<file path="src/rtl/cpu_pkg.sv">
`default_nettype none
// ============================================================================
// Module   : cpu_pkg
// Brief    : Shared widths and loader state encoding for the single-cycle CPU
//            (PC, instruction memory and boot-time program loader).
// Revision : 1.0 - initial release
// ============================================================================
package cpu_pkg;

  localparam int c_addr_w    = 8;   // instruction byte-address width (8-bit PC)
  localparam int c_data_w    = 32;  // instruction word width
  localparam int c_byte_w    = 8;   // stream byte width
  localparam int c_max_words = 64;  // largest program the loader accepts

  typedef enum logic [2:0] {
    COUNT = 3'd0,
    DATA  = 3'd1,
    WRITE = 3'd2,
    RUN   = 3'd3,
    ERR   = 3'd4
  } loader_state_t;

endpackage
`default_nettype wire

</file>
<file path="src/rtl/prog_loader_if.sv">
`default_nettype none
// ============================================================================
// Module   : prog_loader_if
// Brief    : Byte-stream valid/ready handshake feeding the program loader.
// Revision : 1.0 - initial release
// ============================================================================
interface prog_loader_if;
  import cpu_pkg::*;

  logic                byte_valid;
  logic [c_byte_w-1:0] byte_data;
  logic                byte_ready;

  // Byte source (e.g. UART RX)
  modport master (output byte_valid, output byte_data, input byte_ready);
  // Loader side
  modport slave  (input byte_valid, input byte_data, output byte_ready);

endinterface
`default_nettype wire

</file>
<file path="src/rtl/byte_assembler.sv">
`default_nettype none
// ============================================================================
// Module   : byte_assembler
// Brief    : Packs four stream bytes little-endian into one instruction word.
//            The word is presented combinationally alongside the 4th byte so
//            the caller can register it on the same edge.
// Revision : 1.0 - initial release
// ============================================================================
module byte_assembler
  import cpu_pkg::*;
#(
  parameter int DATA_W = c_data_w
) (
  input  wire logic                clk,
  input  wire logic                rst,
  input  wire logic                i_clear,
  input  wire logic                i_en,
  input  wire logic [c_byte_w-1:0] i_byte,
  output logic                     o_word_done,
  output logic [DATA_W-1:0]        o_word
);

  // Only the three earlier bytes need storage; the 4th arrives on i_byte.
  logic [1:0]                 r_cnt;
  logic [DATA_W-c_byte_w-1:0] r_shift;

  // New bytes enter at the top and shift down, so byte0 ends up in [7:0].
  assign o_word      = {i_byte, r_shift};
  assign o_word_done = i_en & (r_cnt == 2'd3);

  // Byte counter and shift register; the counter wraps naturally after byte 3.
  always_ff @(posedge clk or posedge rst) begin
    if (rst) begin
      r_cnt   <= 2'd0;
      r_shift <= '0;
    end else if (i_clear) begin
      r_cnt   <= 2'd0;
      r_shift <= '0;
    end else if (i_en) begin
      r_cnt   <= r_cnt + 2'd1;
      r_shift <= o_word[DATA_W-1:c_byte_w];
    end
  end

endmodule
`default_nettype wire

</file>
<file path="src/rtl/prog_loader.sv">
`default_nettype none
// ============================================================================
// Module   : prog_loader
// Brief    : Boot-time program loader. Receives a length byte N followed by
//            4*N program bytes, writes each little-endian word to consecutive
//            instruction-memory addresses and holds the CPU in reset until the
//            last word has been written.
// Revision : 1.0 - initial release
// ============================================================================
module prog_loader
  import cpu_pkg::*;
#(
  parameter int ADDR_W    = c_addr_w,
  parameter int DATA_W    = c_data_w,
  parameter int MAX_WORDS = c_max_words
) (
  input  wire logic        clk,
  input  wire logic        rst,
  input  wire logic        i_load_start,
  prog_loader_if.slave     byte_if,
  output logic             o_im_we,
  output logic [ADDR_W-1:0] o_im_addr,
  output logic [DATA_W-1:0] o_im_wdata,
  output logic             o_cpu_rst,
  output logic             o_busy,
  output logic             o_err
);

  // Word counters must hold MAX_WORDS itself (the length byte).
  localparam int            c_cnt_w = $clog2(MAX_WORDS + 1);
  localparam logic [c_byte_w-1:0] c_max_n = c_byte_w'(MAX_WORDS);

  loader_state_t      r_state;
  loader_state_t      w_next;
  logic [c_cnt_w-1:0] r_n;
  logic [c_cnt_w-1:0] r_word_idx;
  logic [ADDR_W-1:0]  r_im_addr;
  logic [DATA_W-1:0]  r_im_wdata;
  logic               w_byte_ready;
  logic               w_accept;
  logic               w_word_done;
  logic               w_last_word;
  logic [DATA_W-1:0]  w_word;

  // load_start wins over a simultaneous byte: the byte is simply not taken.
  assign w_accept            = byte_if.byte_valid & w_byte_ready & ~i_load_start;
  assign w_last_word         = (r_word_idx == r_n - c_cnt_w'(1));
  assign byte_if.byte_ready  = w_byte_ready;
  assign o_im_addr           = r_im_addr;
  assign o_im_wdata          = r_im_wdata;

  byte_assembler #(
    .DATA_W (DATA_W)
  ) u_byte_assembler (
    .clk         (clk),
    .rst         (rst),
    .i_clear     (i_load_start),
    .i_en        (w_accept && (r_state == DATA)),
    .i_byte      (byte_if.byte_data),
    .o_word_done (w_word_done),
    .o_word      (w_word)
  );

  // State register.
  always_ff @(posedge clk or posedge rst) begin
    if (rst) r_state <= COUNT;
    else     r_state <= w_next;
  end

  // Next-state decode and Moore outputs.
  always_comb begin
    w_next       = r_state;
    w_byte_ready = 1'b0;
    o_im_we      = 1'b0;
    o_cpu_rst    = 1'b1;
    o_busy       = 1'b0;
    o_err        = 1'b0;
    case (r_state)
      COUNT: begin
        w_byte_ready = 1'b1;
        o_busy       = 1'b1;
        if (w_accept) begin
          if (byte_if.byte_data == '0)          w_next = RUN;
          else if (byte_if.byte_data > c_max_n) w_next = ERR;
          else                                  w_next = DATA;
        end
      end
      DATA: begin
        w_byte_ready = 1'b1;
        o_busy       = 1'b1;
        if (w_word_done) w_next = WRITE;
      end
      WRITE: begin
        o_im_we = 1'b1;
        o_busy  = 1'b1;
        w_next  = w_last_word ? RUN : DATA;
      end
      RUN: begin
        o_cpu_rst = 1'b0;
      end
      ERR: begin
        o_err = 1'b1;
      end
      default: w_next = COUNT;
    endcase
    if (i_load_start) w_next = COUNT;
  end

  // Length, word index and the registered write address/data.
  always_ff @(posedge clk or posedge rst) begin
    if (rst) begin
      r_n        <= '0;
      r_word_idx <= '0;
      r_im_addr  <= '0;
      r_im_wdata <= '0;
    end else if (i_load_start) begin
      r_n        <= '0;
      r_word_idx <= '0;
    end else begin
      if ((r_state == COUNT) && w_accept && (byte_if.byte_data <= c_max_n))
        r_n <= c_cnt_w'(byte_if.byte_data);
      if (w_word_done) begin
        r_im_wdata <= w_word;
        r_im_addr  <= ADDR_W'({r_word_idx, 2'b00});
      end
      if (r_state == WRITE)
        r_word_idx <= r_word_idx + c_cnt_w'(1);
    end
  end

endmodule
`default_nettype wire

</file>
<file path="src/flat_wrapper.sv">
// flat-port wrapper written by rule: the top's interface ports become plain ports
module prog_loader_flat import cpu_pkg::*;
#(
  parameter int ADDR_W    = c_addr_w,
  parameter int DATA_W    = c_data_w,
  parameter int MAX_WORDS = c_max_words
)
  (clk, rst, i_load_start, o_im_we, o_im_addr, o_im_wdata, o_cpu_rst, o_busy, o_err, byte_if_byte_valid, byte_if_byte_data, byte_if_byte_ready);
  prog_loader_if byte_if_i ();
  input  wire logic clk;
  input  wire logic rst;
  input  wire logic i_load_start;
  output logic o_im_we;
  output logic [ADDR_W-1:0] o_im_addr;
  output logic [DATA_W-1:0] o_im_wdata;
  output logic o_cpu_rst;
  output logic o_busy;
  output logic o_err;
  input wire logic [$bits(byte_if_i.byte_valid)-1:0] byte_if_byte_valid;
  input wire logic [$bits(byte_if_i.byte_data)-1:0] byte_if_byte_data;
  output wire logic [$bits(byte_if_i.byte_ready)-1:0] byte_if_byte_ready;
  assign byte_if_i.byte_valid = byte_if_byte_valid;
  assign byte_if_i.byte_data = byte_if_byte_data;
  assign byte_if_byte_ready = byte_if_i.byte_ready;
  prog_loader #(.ADDR_W(ADDR_W), .DATA_W(DATA_W), .MAX_WORDS(MAX_WORDS)) u_core (.clk(clk), .rst(rst), .i_load_start(i_load_start), .byte_if(byte_if_i), .o_im_we(o_im_we), .o_im_addr(o_im_addr), .o_im_wdata(o_im_wdata), .o_cpu_rst(o_cpu_rst), .o_busy(o_busy), .o_err(o_err));
endmodule
</file>
<file path="config.mk">
export PLATFORM = sky130hd
export DESIGN_NAME = prog_loader_flat
export DESIGN_NICKNAME = d
export VERILOG_FILES = /design/src/rtl/cpu_pkg.sv /design/src/rtl/prog_loader_if.sv /design/src/rtl/byte_assembler.sv /design/src/rtl/prog_loader.sv /design/src/flat_wrapper.sv
export SDC_FILE = /design/constraint.sdc
export NUM_CORES = 1
export LEC_CHECK = 0
export ABC_CLOCK_PERIOD_IN_PS = 4000
export CORE_ASPECT_RATIO = 0.8
export CORE_MARGIN = 2
export CORE_UTILIZATION = 55
export DETAILED_ROUTE_END_ITERATION = 7
export DONT_BUFFER_PORTS = 1
export GPL_ROUTABILITY_DRIVEN = 0
export PLACE_DENSITY = 0.7
export SYNTH_ARGS = -nofsm -noshare
export SYNTH_HDL_FRONTEND = slang
export SYNTH_SLANG_ARGS = --single-unit
</file>
<file path="constraint.sdc">
create_clock -name clk -period 4 [get_ports clk]
set_input_delay 1.2 -clock clk [delete_from_list [all_inputs] [get_ports clk]]
set_output_delay 1.2 -clock clk [all_outputs]
set_load 0.03 [all_outputs]
</file>
* After elaboration in Yosys (flattened, before gate mapping)
Cells that the tools add are included.
Storage, ports and cells: register bits 81, input bits 12, output and inout port bits 45
Operators by class: add/subtract/negate cells 3, $lt $le $gt $ge 2, equal/unequal tests 9, multiplexer cells 20, bitwise operators 4, reductions and logical operators 13
Operators by type and width (number):
- $mux 24 | 2
- $mux 7 | 4
- $mux 3 | 5
- $pmux 3 s4 | 1
- $gt 8x7->1 const B | 1
- $le 8x7->1 const B | 1
- $logic_not 8->1 | 1
- $add 7x1->7 const B | 1
- $eq 7x7->1 | 1
- $sub 7x1->7 const B | 1
- $eq 3x2->1 const B | 2
- $mux 2 | 3
- $reduce_bool 2->1 | 3
- $mux 1 | 5
- $reduce_or 2->1 | 2
- $and 1x1->1 | 3
- $eq 3x1->1 const B | 1
- $eq 3x3->1 const B | 1
- $logic_and 1x1->1 | 3
- $logic_not 3->1 | 1
- $ne 3x2->1 const B | 1
- $ne 3x3->1 const B | 1
- $reduce_and 3->1 | 1
- $reduce_or 3->1 | 1
- 5 further kinds | 5

* Depth between registers and ports, before layout
Gate-level depths: netlist of run 1.
word-level depth 10, mapped depth 7, depth with buffers taken out 6

* Cells and area by module
From an unflattened synthesis of run 1, not the netlist that was laid out.
Second synthesis, totals: cell total of the unflattened synthesis 292, area total of the unflattened synthesis 3681.0 um2
Modules (own cells, without submodules):
- prog_loader | times used 1, cells each 197, area each 2522.4 um2, sequential area each 1376.3 um2
- byte_assembler | times used 1, cells each 95, area each 1158.6 um2, sequential area each 650.6 um2

* Least setup slack after synthesis of run 1
No wires, ideal clock.
kind reg-to-output, start point reg u_core.r_state[0], end point out o_im_we, arrival 1.589 ns, slack 1.211 ns, cell stages (with the launch flop) 3, path buffers 1, cell sequence dfrtp_1 -> clkbuf_1 -> nor3b_1
Between the ends: word-level cells in the longest chain between the ends 2
Ends and longest elaborated chain:
- start: declaration | line prog_loader.sv:33 | loader_state_t r_state;
- start signal: assignment | line prog_loader.sv:67 | else r_state <= w_next;
- $eq 3x2->1 | line prog_loader.sv:78 | case (r_state)
- $mux 1 | line prog_loader.sv:78
- end: declaration | line flat_wrapper.sv:13 | output logic o_im_we;
No other way between the ends.

* Worst setup path after layout of run 1
start point reg u_core.r_state[2], end point out o_err
Between the ends: word-level cells in the longest chain between the ends 2
Ends and longest elaborated chain:
- $eq 3x3->1 | line prog_loader.sv:78
- $mux 1 | line prog_loader.sv:78
- end: declaration | line flat_wrapper.sv:18 | output logic o_err;
No other way between the ends.

==> results of run 1 <==
-- layout by cell type (no fill, tap or decap), drive strengths merged, types with 7 or more instances in the layout --
master,netlist,layout
a21oi,12,12
clkbuf,13,11
dfrtp,81,81
mux2,39,39
nand2,32,32
nand2b,27,27
nand3,8,8
nor2,10,10
nor3,7,7
o21ai,39,39
-- stage by stage --
stage	hold WS (ps)	instances	utilization [%]	setup slack [ps]	total power (µW)
floorplan	459	330	-	720	909
global placement	468	397	58.1	1290	914
detailed placement	481	397	58.1	1260	917
CTS	499	411	61.7	1030	1610
global route	531	411	61.7	938	1660
finish	487	411	61.7	1040	1590
-- worst min-delay path by stage --
stage | start | end | slack, ps | cells past startpoint
6_report | u_core.u_byte_assembler.r_shift[7]$_DFFE_PP0P_ | u_core.o_im_wdata[7]$_DFFE_PP0P_ | 490 | 1
5_1_grt | u_core.u_byte_assembler.r_shift[7]$_DFFE_PP0P_ | u_core.o_im_wdata[7]$_DFFE_PP0P_ | 530 | 1
3_3_place_gp | u_core.u_byte_assembler.r_shift[7]$_DFFE_PP0P_ | u_core.o_im_wdata[7]$_DFFE_PP0P_ | 470 | 1
4_1_cts | u_core.u_byte_assembler.r_shift[7]$_DFFE_PP0P_ | u_core.o_im_wdata[7]$_DFFE_PP0P_ | 500 | 1
3_5_place_dp | u_core.u_byte_assembler.r_shift[7]$_DFFE_PP0P_ | u_core.o_im_wdata[7]$_DFFE_PP0P_ | 480 | 1
2_1_floorplan | u_core.u_byte_assembler.r_shift[5]$_DFFE_PP0P_ | u_core.o_im_wdata[5]$_DFFE_PP0P_ | 460 | 1
-- logic make-up (layout without fill, tap and decap cells) --
group / Yosys count / after routing / share of synthesized area (%)
flops: 81 / 81 / 54.7
simple gates: 101 / 101 / 14.9
mux: 41 / 41 / 12.4
buf+inv: 26 / 23 / 3.48
other cells: 1 / 2 / 0.101
fa+ha+maj: 3 / 3 / 1.01
xor+xnor: 11 / 11 / 3.38
compound gates: 65 / 65 / 10.1
-- cell type report --
cell class,count,area (µm²)
Fill cell,534,2470
Clock buffer,11,141
Inverter,4,16.3
Tap cell,84,105
Multi-Input combinational cell,223,1560
Clock inverter,3,90.1
Timing Repair Buffer,5,37.5
Sequential cell,81,2030
-- registers in the layout, summed over array words and instances (netlist names) --
name and count:
u_core.u_byte_assembler.r_shift 24, u_core.r_word_idx 7, u_core.o_im_wdata 32, u_core.r_n 7, u_core.r_state 3, u_core.o_im_addr 6
u_core.u_byte_assembler.r_cnt 2
-- per-layer routing --
metal | share of wire [%] | vias up
li1 | - | 1131
met3 | 7.3 | 6
met4 | 0.58 | 0
met5 | 0 | -
met2 | 44 | 69
met1 | 48 | 1167
-- where the power goes --
group	leakage, µW	total [µW]	internal [µW]	switching, µW
clock network	0.000115	693	425	268
logic	0.000613	67.3	23.0	44.3
registers	0.00113	832	823	8.99
-- worst reg2reg max path: cells and delay by family (launching register included) --
| family | cells | cell delay (ps) |
|---|---|---|
| AND/OR/NAND/NOR | 3 | 1000 |
| multiplexers | 1 | 550 |
| flip-flops | 1 | 490 |
==> flow_summary.toml, run 1 <==
[status]
status = "completed"

[routing]
routed_wl_um = 7200
ant_nets = 0
wire_per_inst_um = 17.5
vias_per_cell = 5.77
drtPass1Iterations = 4
drt-initial-drc-count = 159
drc = 0
vias = 2373

[clock_tree]
clock_latency_ps = 340
htree_levels = 3
cts_hold_repair.buffers = 0
cts-root-buf = "clkbuf_8"
cts.clk_slew.worst_paths_ps = 70
clock_path_buffers = 2
cts_sinks = 81
cts_resized = 0
cts_buffers = 9
cts_tree = "done"
cts_setup_buffers = 0

[timing]
max_freq_ghz = 0.338
skew_ps = 7.01
fin_crit_ps = 2960
rsz0062_at_grt = "no"
setup_violations = 0
slew_violations = 0
hold_viol = 0
finalSetupTns_ps = 0
worst_pin_slew_ps = 931
finalCritPeriodShare_pct = 73.9
slew-limit-headroom_pct = 37.7

[setup_path]
crit_end = "o_err"
crit_path_end_kind = "output pin"
worst_r2r_path_depth = 4
cp_max_fo = 10
worstSetupPathType = "flop to output pin"
rrSetupSlack_ps = 1840
crit_chain = "inv_1, nor3_1"
slowest_delay_ps = 770
slowest_stage = "nor3_1"
r2r_start = "u_core.r_state[1]$_DFFE_PP0P_"
cp.arrival_ps = 1760
timing.rr.end = "u_core.o_im_wdata[18]$_DFFE_PP0P_"
worstSetupStartpoint = "u_core.r_state[2]$_DFFE_PP0P_"
cp.required_ps = 2800
cp_num_buf_inv = 1
cp_top_family = "simple AND/OR/NAND/NOR gates"
path_depth = 2
startpoint_type = "flop"

[logic_synthesis]
synth_top_cell_by_area = "dfrtp_1"
ys.flop_type = "dfrtp_1"
ys_top_cells_by_count = "dfrtp_1, o21ai_0, nand2_1, nand2b_1, mux2_1"
ys_async_sr_fraction_pct = 100
ys_ff_latch = 81
synth_edf_count = 0
synth.distinct_cells = 47
ys.warnings.count = 0
syn_avg_cell_area_um2 = 11.3
synth.top_cell.area_share_pct = 54.7
yosysSeqAreaShare_pct = 54.7
synthCells = 329
yosysMostFrequentCell = "dfrtp_1"
synth_area_leaders = "dfrtp_1, mux2_1, mux2_2"
synthesis.area_um2 = 3710

[power]
power_density_nw_per_um2 = 401
p_leak_uw = 0.00186
peakVddDrop_mv = 0.222

[grt]
grt_util_met1_pct = 31.2
top_usage_layer = "met1"
gr-usage-met2_pct = 29.6
grt_overflow = 0
grt_pass1_wl_um = 11900
grt_usage_pct = 21.1
grt_use_met3_pct = 7.57
grt_max_degree = 51
antenna_found_initial = 0
grt_pass1_vias = 2339

[cells_and_area]
syn2layout_area_growth_pct = 7.22
drive_gt1_share_pct = 13.1
n_antenna_cell = 0
final_cell_area_um2 = 3970
final_nets = 339

[die]
core-area_um2 = 6440
die_y_um = 77.4
rows = 26
initial_core_util_pct = 57.5
die_w_um = 95.8
die_area_um2 = 7410
io_pins = 57

[job]
drv_cap = 0

[placement]
dp_hpwl_um = 4780
place.port_buffers = 0
dpl-instance-area_um2 = 3740

[min_path]
hold_class = "flop to flop"
(Power assumes the default switching activity.)
==> run 2, diff against run 1 <==
--- a/config.mk
+++ b/config.mk
@@ -5,14 +5,15 @@
 export SDC_FILE = /design/constraint.sdc
 export NUM_CORES = 1
 export LEC_CHECK = 0
-export ABC_CLOCK_PERIOD_IN_PS = 4000
+export ABC_AREA = 1
+export ABC_CLOCK_PERIOD_IN_PS = 2520
 export CORE_ASPECT_RATIO = 0.8
 export CORE_MARGIN = 2
 export CORE_UTILIZATION = 55
 export DETAILED_ROUTE_END_ITERATION = 7
 export DONT_BUFFER_PORTS = 1
 export GPL_ROUTABILITY_DRIVEN = 0
-export PLACE_DENSITY = 0.7
+export PLACE_DENSITY = 0.73
 export SYNTH_ARGS = -nofsm -noshare
 export SYNTH_HDL_FRONTEND = slang
 export SYNTH_SLANG_ARGS = --single-unit
==> constraint.sdc (replaced) <==
create_clock -name clk -period 2.52 [get_ports clk]
set_input_delay 0.756 -clock clk [delete_from_list [all_inputs] [get_ports clk]]
set_output_delay 0.756 -clock clk [all_outputs]
set_load 0.03 [all_outputs]
==> flow_summary.toml, run 2 <==
[power]
internal-power_uw = 1840
comb_power_share_pct = 8.0
p_leak_uw = 0.00182
power_density_nw_per_um2 = 649
clock_power_share_pct = 38.0
sw_frac_of_total_pct = 25.1
net-switching-power_uw = 616
peakVddDrop_mv = 0.374
pwr-share-seq_pct = 54.0

[logic_synthesis]
ys.warnings.count = 0
synth_xor_area_share_pct = 0.745
yosysMostFrequentCell = "nand2_1"
synth_edf_count = 0
ys.flop_type = "dfrtp_1"
ys_top_cells_by_count = "nand2_1, dfrtp_1, inv_1, o21ai_0, o22ai_1"
ys_async_sr_fraction_pct = 100
syn_avg_cell_area_um2 = 8.84
synth_area_leaders = "dfrtp_1, nand2_1, inv_1"
synth-adder-area-share_pct = 1.06
synth_compound_area_share_pct = 12.4
ys_ff_latch = 81
synth.top_cell.area_share_pct = 57.5
synth_top_cell_by_area = "dfrtp_1"
synthesis.area_um2 = 3530
synth_top_family_by_area = "simple AND/OR/NAND/NOR gates"
yosysSeqAreaShare_pct = 57.5
yosys.area_share.simple_pct = 18.8
synth.distinct_cells = 27
synth_mux_area_share_pct = 0
synthCells = 399

[setup_path]
slowest_delay_ps = 440
worst_r2r_path_depth = 7
rrSetupSlack_ps = 530
startpoint_type = "flop"
worstSetupStartpoint = "u_core.r_state[0]$_DFFE_PP0P_"
cp_max_fo = 5
crit_chain = "inv_2, nand2_1, nor2_1"
crit_path_end_kind = "output pin"
cp.arrival_ps = 1500
worstSetupPathType = "flop to output pin"
cp.required_ps = 1760
r2r_start = "u_core.r_state[2]$_DFFE_PP0P_"
slowest_stage = "dfrtp_1"
timing.rr.end = "u_core.o_im_wdata[4]$_DFFE_PP0P_"

[clock_tree]
clock_path_buffers = 2
cts-root-buf = "clkbuf_8"
cts_resized = 0
cts_buffers = 9
clock_latency_ps = 350
htree_levels = 3
cts_sinks = 81
cts_setup_buffers = 0
cts_hold_repair.buffers = 0
cts.clk_slew.worst_paths_ps = 80
cts_tree = "done"

[die]
io_pins = 57
die_y_um = 75.6
initial_core_util_pct = 56.2
core-area_um2 = 6280
die_w_um = 93.5
rows = 26
die_area_um2 = 7070

[timing]
finalCritPeriodShare_pct = 89.5
max_freq_ghz = 0.443
hold_viol = 0
skew_ps = 7.05
rsz0062_at_grt = "no"
setup_violations = 0
worst_pin_slew_ps = 538
slew_violations = 0
finalSetupTns_ps = 0
slew-limit-headroom_pct = 64.0
fin_crit_ps = 2260

[cells_and_area]
regArea_um2 = 2030
drive_gt1_share_pct = 7.67
final_cell_area_um2 = 3790
final_common_cell = "nand2_1"
n_antenna_cell = 0
final_nets = 415
multi_input_area_um2 = 1170
most-common-layout-cells = "nand2_1, dfrtp_1, inv_1, o21ai_0, o22ai_1"
syn2layout_area_growth_pct = 7.42
fillCellCount = 539
largest_reg_flops = 32

[grt]
grt_pass1_wl_um = 11600
antenna_found_initial = 0
grt_overflow = 0
grt_max_degree = 82
grt_pass1_vias = 2399
grt_usage_pct = 21.7

[placement]
dpl-instance-area_um2 = 3590
dp_hpwl_um = 5090
place.port_buffers = 0

[status]
status = "completed"

[routing]
drc = 0
vias = 2647
drt-initial-drc-count = 201
drtPass1Iterations = 4
routed_wl_um = 7320
vias_per_cell = 5.42
wire_per_inst_um = 15.0
ant_nets = 0

[job]
drv_cap = 0

[min_path]
hold_class = "primary input to asynchronous set/reset pin"
[run 2: kinds of logic (layout without fill, tap and decap cells)]
logic type                 count (synthesis)  after routing
AOI/OAI and AO/OA                         80             80
xor gates and xnor gates                   3              3
adders and majority gates                  3              3
buffers and inverters                     76             80
DFF                                       81             81
other                                      1              2
and+or+nand+nor                          155            155
[run 2: power by group through the flow]
stage                     Combinational, µW  Clock (µW)  Sequential [µW]
after global placement                  191           0             1350
after global routing                    219        1010             1330
after CTS                               197         955             1330
final                                   195         934             1330
after floorplan                         157           0             1350
after detailed placement                196           0             1350
[run 2: worst max-delay path, delay by kind of cell (launching register included)]
family | cells | cell delay [ps]
and+or+nand+nor | 2 | 560
DFF | 1 | 440
buffers and inverters | 1 | 150
[run 2: metrics by stage]
| step | utilization, % | hold WS, ps | total power, µW | setup WS [ps] | std cells |
|---|---|---|---|---|---|
| 3_3_place_gp | 57.2 | 497 | 1540 | 565 | 473 |
| 3_5_place_dp | 57.2 | 499 | 1550 | 507 | 473 |
| 4_1_cts | 60.3 | 399 | 2480 | 269 | 488 |
| 2_1_floorplan | - | 467 | 1510 | 760 | 400 |
| 6_report | 60.3 | 388 | 2460 | 264 | 488 |
| 5_1_grt | 60.3 | 405 | 2560 | 175 | 488 |
[run 2: routing by layer]
metal  wire length, µm  GRT usage [%]  vias up
li1                  -              -     1286
met4                60           7.84        0
met2              3390           34.1       88
met3               552           7.32        7
met1              3320           28.8     1266
met5                 0              0        -
[run 2: cell type report]
| cell class | count | area share [%] |
|---|---|---|
| multi-input combinational | 243 | 30.9 |
| tap | 84 | 2.78 |
| clock inverter | 5 | 1.49 |
| clock buffer | 10 | 3.63 |
| timing repair buffer | 5 | 1.65 |
| sequential | 81 | 53.5 |
| inverter | 60 | 6.05 |
[run 2: how the worst max path moves through the flow]
stage,slack (ps),endpoint,depth (start not counted)
2_1_floorplan,760,o_busy,1
3_3_place_gp,570,u_core.r_n[6]$_DFFE_PP0P_,7
3_5_place_dp,510,u_core.o_im_wdata[4]$_DFFE_PP0P_,7
4_1_cts,270,o_err,3
5_1_grt,180,o_err,3
6_report,260,o_err,3
